$ cat config.mk
export PLATFORM = sky130hd
export DESIGN_NAME = ingress_stream_arbiter
export DESIGN_NICKNAME = d
export VERILOG_FILES = /design/src/rtl/ingress_stream_arbiter.sv
export SDC_FILE = /design/constraint.sdc
export NUM_CORES = 1
export LEC_CHECK = 0
export ABC_AREA = 1
export CAP_MARGIN = 20
export CORE_AREA = 8 8 152 154
export DETAILED_ROUTE_END_ITERATION = 16
export DIE_AREA = 0 0 160 162
export PLACE_DENSITY = 0.75
export SKIP_CTS_REPAIR_TIMING = 1
export SLEW_MARGIN = 25
export SYNTH_ARGS = -nofsm -noshare
export SYNTH_HDL_FRONTEND = slang
export SYNTH_SLANG_ARGS = --single-unit
$ cat constraint.sdc
create_clock -name clk -period 2.23 [get_ports clk]
set_input_delay 0.223 -clock clk [delete_from_list [all_inputs] [get_ports clk]]
set_output_delay 0.223 -clock clk [all_outputs]
set_load 0.02 [all_outputs]
$ cat src/rtl/ingress_stream_arbiter.sv
// Packet-granular round-robin arbiter feeding the header-parser AXI-Stream input.
// Holds a grant until tlast is accepted; keeps per-port packet counts and a sticky stall flag.

package hdu_pkg;
  parameter int DATA_WIDTH = 64;
endpackage

module ingress_stream_arbiter #(
  parameter int NUM_PORTS   = 4,
  parameter int DATA_WIDTH  = hdu_pkg::DATA_WIDTH,
  parameter int CNT_WIDTH   = 16,
  parameter int STALL_LIMIT = 256
) (
  input  logic                            clk,
  input  logic                            rst,
  input  logic [NUM_PORTS*DATA_WIDTH-1:0] s_axis_tdata,
  input  logic [NUM_PORTS-1:0]            s_axis_tlast,
  input  logic [NUM_PORTS-1:0]            s_axis_tvalid,
  output logic [NUM_PORTS-1:0]            s_axis_tready,
  output logic [DATA_WIDTH-1:0]           m_axis_tdata,
  output logic                            m_axis_tlast,
  output logic                            m_axis_tvalid,
  input  logic                            m_axis_tready,
  output logic [$clog2(NUM_PORTS)-1:0]    grant_port,
  output logic                            busy,
  output logic [NUM_PORTS*CNT_WIDTH-1:0]  pkt_count,
  output logic                            stall_err,
  input  logic                            clr_stats
);

  localparam int GW  = $clog2(NUM_PORTS);
  localparam int SCW = $clog2(STALL_LIMIT + 1);
  localparam logic [GW:0]    NP        = (GW+1)'(NUM_PORTS);
  localparam logic [SCW-1:0] STALL_MAX = SCW'(STALL_LIMIT);

  typedef enum logic {IDLE, LOCKED} state_t;

  state_t         state_q, state_d;
  logic [GW-1:0]  last_grant_q, last_grant_d;
  logic [GW-1:0]  grant_port_q, grant_port_d;
  logic           busy_q, busy_d;
  logic [SCW-1:0] stall_cnt_q, stall_cnt_d;
  logic           stall_err_q, stall_err_d;

  logic [GW-1:0]  sel_port;
  logic           sel_valid;
  logic [GW:0]    idx;
  logic           gnt_valid;
  logic           gnt_last;
  logic           accept;
  logic           accept_last;

  assign gnt_valid   = s_axis_tvalid[grant_port_q];
  assign gnt_last    = s_axis_tlast[grant_port_q];
  assign accept      = (state_q == LOCKED) && !rst && gnt_valid && m_axis_tready;
  assign accept_last = accept && gnt_last;

  // Descending scan so the port closest after last_grant overwrites the others.
  always_comb begin
    sel_port  = '0;
    sel_valid = 1'b0;
    idx       = '0;
    for (int i = NUM_PORTS; i >= 1; i--) begin
      idx = {1'b0, last_grant_q} + (GW+1)'(i);
      if (idx >= NP) begin
        idx = idx - NP;
      end
      if (s_axis_tvalid[idx[GW-1:0]]) begin
        sel_port  = idx[GW-1:0];
        sel_valid = 1'b1;
      end
    end
  end

  always_ff @(posedge clk) begin
    if (rst) begin
      state_q      <= IDLE;
      last_grant_q <= GW'(NUM_PORTS - 1);
      grant_port_q <= '0;
      busy_q       <= 1'b0;
      stall_cnt_q  <= '0;
      stall_err_q  <= 1'b0;
    end else begin
      state_q      <= state_d;
      last_grant_q <= last_grant_d;
      grant_port_q <= grant_port_d;
      busy_q       <= busy_d;
      stall_cnt_q  <= stall_cnt_d;
      stall_err_q  <= stall_err_d;
    end
  end

  always_comb begin
    state_d      = state_q;
    last_grant_d = last_grant_q;
    grant_port_d = grant_port_q;
    busy_d       = busy_q;
    stall_cnt_d  = stall_cnt_q;
    stall_err_d  = stall_err_q;
    case (state_q)
      IDLE: begin
        stall_cnt_d = '0;
        if (sel_valid) begin
          grant_port_d = sel_port;
          busy_d       = 1'b1;
          state_d      = LOCKED;
        end
      end
      LOCKED: begin
        if (accept) begin
          stall_cnt_d = '0;
        end else if (!gnt_valid && stall_cnt_q != STALL_MAX) begin
          stall_cnt_d = stall_cnt_q + 1'b1;
        end
        if (accept_last) begin
          last_grant_d = grant_port_q;
          busy_d       = 1'b0;
          state_d      = IDLE;
        end
      end
      default: state_d = IDLE;
    endcase
    // Flag sets on the transition into saturation, so a clear is not undone by a lingering stall.
    if (stall_cnt_d == STALL_MAX && stall_cnt_q != STALL_MAX) begin
      stall_err_d = 1'b1;
    end
    if (clr_stats) begin
      stall_err_d = 1'b0;
    end
  end

  always_comb begin
    m_axis_tdata  = s_axis_tdata[grant_port_q*DATA_WIDTH +: DATA_WIDTH];
    m_axis_tlast  = gnt_last;
    m_axis_tvalid = 1'b0;
    s_axis_tready = '0;
    if (state_q == LOCKED && !rst) begin
      m_axis_tvalid               = gnt_valid;
      s_axis_tready[grant_port_q] = m_axis_tready;
    end
  end

  assign grant_port = grant_port_q;
  assign busy       = busy_q;
  assign stall_err  = stall_err_q;

  genvar gi;
  generate
    for (gi = 0; gi < NUM_PORTS; gi++) begin : g_cnt
      logic [CNT_WIDTH-1:0] cnt_q, cnt_d;

      always_comb begin
        cnt_d = cnt_q;
        if (clr_stats) begin
          cnt_d = '0;
        end else if (accept_last && grant_port_q == GW'(gi)) begin
          cnt_d = cnt_q + 1'b1;
        end
      end

      always_ff @(posedge clk) begin
        if (rst) begin
          cnt_q <= '0;
        end else begin
          cnt_q <= cnt_d;
        end
      end

      assign pkt_count[gi*CNT_WIDTH +: CNT_WIDTH] = cnt_q;
    end
  endgenerate

endmodule

# Word level (Yosys, flattened, before mapping)
# Cells that the tools add are included.
[totals]
in_bits = 268
out_inout_bits = 138
mem_bits_ro = 0
latchBits = 0
wordCells = 98
register_bits = 80
n_memories = 0
ram_bits = 0
[op_classes]
order_cmp = 10
mul = 0
n_div = 0
eq_ne = 7
n_addsub = 13
muxes = 37
bitwise = 2
reduce_logical = 18
shifts = 1
[ops]
columns = ["operator", "count"]
rows = [
  ["indexed part select 256 x 9 -> 64 bit", 1],
  ["adder 16 x 1 -> 16 bit (second input constant)", 4],
  ["2-to-1 mux 9 bit", 2],
  ["case mux 9 bit (2 select lines)", 1],
  ["2-to-1 mux 1 bit", 16],
  ["2-to-1 mux 2 bit", 8],
  ["< comparator 2 x 3 -> 1 bit (second input constant)", 5],
  ["binary-select mux 1 bit (select 2 bit)", 6],
  ["greater-or-equal comparator 3 bit (second input constant)", 4],
  ["logical AND 1 bit", 11],
  ["adder 9 x 1 -> 9 bit (second input constant)", 1],
  ["equality test 9 bit (second input constant)", 1],
  ["!= test 9 bit (second input constant)", 1],
  ["subtractor 2 x 1 -> 2 bit (second input constant)", 4],
  ["adder 2 x 2 -> 3 bit (second input constant)", 2],
  ["AND reduction 2 bit", 3],
  ["AND 4 bit", 1],
  ["equality test 2 bit (second input constant)", 2],
  ["2-to-1 mux 4 bit", 1],
  ["case mux 1 bit (2 select lines)", 2],
  ["adder 2 x 1 -> 3 bit (second input constant)", 1],
  ["adder 2 x 3 -> 3 bit (second input constant)", 1],
  ["demux 1 bit (select 2 bit)", 1],
  ["equality test 2 x 1 -> 1 bit (second input constant)", 1],
  ["other kinds (7)", 8],
]

# Depth between registers and ports, before layout
[depth]
word_depth = 11
mapped_depth = 15
depth_no_buf = 14

# Least setup slack after synthesis
# OpenSTA, ideal clock, no wires.
[synth_timing]
path_kind = "reg2out"
startpoint = "reg grant_port_q[1] (netlist: grant_port[1])"
endpoint = "out m_axis_tdata[0]"
n_path_buf = 3
path_slack_ns = 0.353
required_time_ns = 2.007
arrival_time_ns = 1.654
path_stages_with_launch = 8
path_cell_list = "dfxtp_1 buf_4 nand2_1 inv_2 clkbuf_1 buf_1 a22oi_1 nand2_1"
[synth_between]
elab_chain_len = 1
[synth_lines]
columns = ["item", "line", "rtl"]
rows = [
  ["start: declaration", "40", "logic [GW-1:0] grant_port_q, grant_port_d;"],
  ["start signal: assignment", "86", "grant_port_q <= grant_port_d;"],
  ["indexed part select 256 x 9 -> 64 bit", "133", "m_axis_tdata = s_axis_tdata[grant_port_q*DATA_WIDTH +: DATA_WIDTH];"],
  ["end: declaration", "20", "output logic [DATA_WIDTH-1:0] m_axis_tdata,"],
]
# Every way passes these cells.

# Final worst setup path
[layout_timing]
startpoint = "reg grant_port_q[1] (netlist: grant_port[1])"
endpoint = "out s_axis_tready[1]"
[layout_between]
elab_chain_len = 6
elab_cells_between_ends = 7
classes_between = "order compare: 2; mux: 3; bitwise: 1; reduce/logical: 1"
[layout_lines]
columns = ["item", "line", "rtl"]
rows = [
  ["< comparator 2 x 3 -> 1 bit (not written as such) or greater-or-equal comparator 2 x 1 -> 1 bit (tied branches)", "139", "s_axis_tready[grant_port_q] = m_axis_tready;"],
  ["logical AND 1 bit (not written as such)", "139", ""],
  ["2-to-1 mux 1 bit (not written as such)", "139", ""],
  ["demux 1 bit (select 2 bit) *", "139", ""],
  ["AND 4 bit (no line) *", "n/a", ""],
  ["2-to-1 mux 4 bit *", "137", "if (state_q == LOCKED && !rst) begin"],
  ["end: declaration", "19", "output logic [NUM_PORTS-1:0] s_axis_tready,"],
]
# Mark *: on every way between the ends. The rest lies on a longest branch, timed or not.

==> run metrics <==
Hold WC Path Type register to register; ratio of cells with drive above 1 in the final layout 0.0717; reg2reg setup slack roughly 0.11 ns; Max-slew headroom 0.597; Placement Rows 53; total detailed-routing wirelength approximately 39000 um; most frequent cells in the layout clkdlybuf4s50_1, nand2_1, a22oi_1; Tcrit/Tclk final 0.973; crit path kind register to primary output; Setup violations, final 0; Pre-antenna DRT Iters 5; Int Power 3.33 mW; GR Util met2 0.477; Area Overhead vs Synth 91.5%; GR Overflow Total 0; die area approximately 0.026 mm2; busiest grt layer met2; gr usage total 0.272; Comb pwr share 0.403; clk root buf clkbuf_16; fmax 461 MHz; CTS Sinks 80; Die Span Y ~160 um; WHS 0.452 ns; sequential-to-total area share from yosys stat 0.278; Worst Path Arrival 1.95 ns; area of the multi-input gates between 0.003 and 0.004 mm2; Max-Cap Viols 0; Finished Cell Area 0.0110 mm2; HP Start stall_err$_SDFFE_PP0P_; Sequential Area 0.00161 mm2; Clock Latency Late Sink 0.34 ns; hold path cells 2; DR iter-0 viols 608; YS warnings 0; via count roughly 8500; post-route clock skew approximately 0.0098 ns; final hold vios 0; share of total power in the clock network 0.301; final HPWL from detailed placement 31400 um; Reg2Reg Capture Point g_cnt[1].cnt_q[8]$_SDFFE_PP0P_; routing usage on met1 0.319; CTS buffer count 9; leakage 4.78 nW; reg2reg start grant_port[0]$_SDFFE_PP0P_; pin count of the biggest net entering global routing between 60 and 70; depth of the worst register-to-register path 12; Syn Nets ~1200; Placed Area 0.0104 mm2; Nets ~1600; Reg clk slew, reported paths 0.06 ns; grt met3 use 0.0673; sw frac 0.321; setup TNS 0 ns; Layout fillers around 2000; vias per std cell between 5 and 6; Initial Utilization 0.279; status finished clean; worst vdd ir around 0.44 mV; CP startpoint kind register; Avg Inst Size Synth 6.20 um2; CP Max Fanout 5; Tmin final roughly 2.2 ns; most common cell after layout, fill and taps aside clkdlybuf4s50_1; share of power burned in registers 0.297; power density over cell area 444 mW/mm2; Residual DRC 0; PortBufs ~400; TritonCTS clock tree built; Syn Inst Count 930; drt wl/cell approximately 24 um; Worst Hold End stall_err$_SDFFE_PP0P_; Worst-Margin Slew approximately 0.60 ns; H-tree depth 3; crit end category primary output; Final ANT Viol Nets 0; I/O Pins just over 400; Synth cell types 37; Synth Cell Area 0.00577 mm2; first-pass GRT wire length roughly 53000 um; Clock Path Buffers 2; Die W roughly 160 um; vias in the first global route 7996; final-report max-slew violation count 0; P_sw around 1.6 mW; GPL Wtd Cong between 0.9 and 1; CP Data Required Time around 2 ns; Seq cells post-synth 80; Core ar. about 0.021 mm2; initial antenna violation count 13
-- power groups by stage --
| stage | sequential, mW | clock, mW | combinational, mW |
|---|---|---|---|
| after floorplan | 1.49 | 0 | 0.735 |
| after global placement | 1.49 | 0 | 1.91 |
| after detailed placement | 1.49 | 0 | 1.90 |
| after CTS | 1.45 | 1.49 | 1.92 |
| after global routing | 1.46 | 1.55 | 2.10 |
| final | 1.46 | 1.47 | 1.98 |
-- cells in the mapped netlist, drive strengths merged --
cell	count	area (um2)
a21oi	52	264
o211ai	1	7.51
or3b	1	8.76
clkbuf	24	90.1
nor3	22	110
inv	86	328
a22oi	109	823
o21a	4	30.0
o21bai	2	15.0
a31oi	3	18.8
o21ai	40	200
xnor2	9	78.8
nand3	75	375
a41oi	1	8.76
nor4	4	25.0
buf	20	104
nor3b	1	7.51
and3	4	25.0
nor2	100	398
nand4	13	81.3
ha	6	75.1
o31ai	2	15.0
dfxtp	80	1600
xor2	8	70.1
nand2	263	1000
-- worst max path at each step --
stage / startpoint / endpoint / slack [ns] / depth (start not counted)
3_5_place_dp: rst / g_cnt[1].cnt_q[6]$_SDFFE_PP0P_ / 0.02 / 12
5_1_grt: grant_port[0]$_SDFFE_PP0P_ / g_cnt[1].cnt_q[8]$_SDFFE_PP0P_ / -0.02 / 12
4_1_cts: grant_port[1]$_SDFFE_PP0P_ / m_axis_tdata[14] / -0.23 / 6
3_3_place_gp: rst / g_cnt[1].cnt_q[6]$_SDFFE_PP0P_ / 0.11 / 12
2_1_floorplan: grant_port[1]$_SDFFE_PP0P_ / m_axis_tdata[0] / 0.35 / 7
6_report: grant_port[1]$_SDFFE_PP0P_ / s_axis_tready[1] / 0.06 / 6
-- per-stage QoR --
stage               power, mW  cells   util  setup WS (ns)
floorplan                2.22    930      -          0.353
global placement         3.39   1600  0.500          0.105
detailed placement       3.39   1600  0.500         0.0231
CTS                      4.87   1615  0.514         -0.233
global route             5.11   1636  0.533        -0.0160
finish                   4.91   1638  0.534         0.0602
-- routing by layer --
| layer | routed length [um] | part of all wire | up-vias |
|---|---|---|---|
| met3 | 3390 | 0.087 | 55 |
| met5 | 13 | 0.00033 | - |
| met1 | 14800 | 0.38 | 3959 |
| li1 | - | - | 4033 |
| met2 | 19600 | 0.50 | 439 |
| met4 | 1050 | 0.027 | 2 |
-- worst max-delay path: stages (launching register included) --
cell and delay [ns]:
dfxtp_2 0.33, buf_6 0.13, nor2_4 0.11, buf_4 0.17, inv_1 0.11, nor2_1 0.12
clkdlybuf4s50_1 0.64
-- kinds of logic (layout without fill, tap and decap cells) --
logic type | Yosys count | count (layout) | synth area share
compound gates | 214 | 214 | 0.240
simple gates | 483 | 483 | 0.353
fa+ha+maj | 6 | 6 | 0.0130
xor+xnor | 17 | 17 | 0.0258
buf+inv | 130 | 553 | 0.0905
flops | 80 | 80 | 0.278
other cells | 0 | 10 | 0
-- layout make-up --
class                      instances  area share
inverter                          86      0.0297
sequential                        80       0.145
clock inverter                     5     0.00510
tap                              275      0.0312
multi-input combinational        720       0.333
clock buffer                      10      0.0207
timing repair buffer             452       0.432
antenna                           10     0.00227
-- state kept, by name, summed over array words and instances, names as in the netlist --
register,flops
busy,1
g_cnt.cnt_q,64
grant_port,2
last_grant_q,2
stall_cnt_q,9
stall_err,1
state_q,1
(Power assumes the default switching activity.)
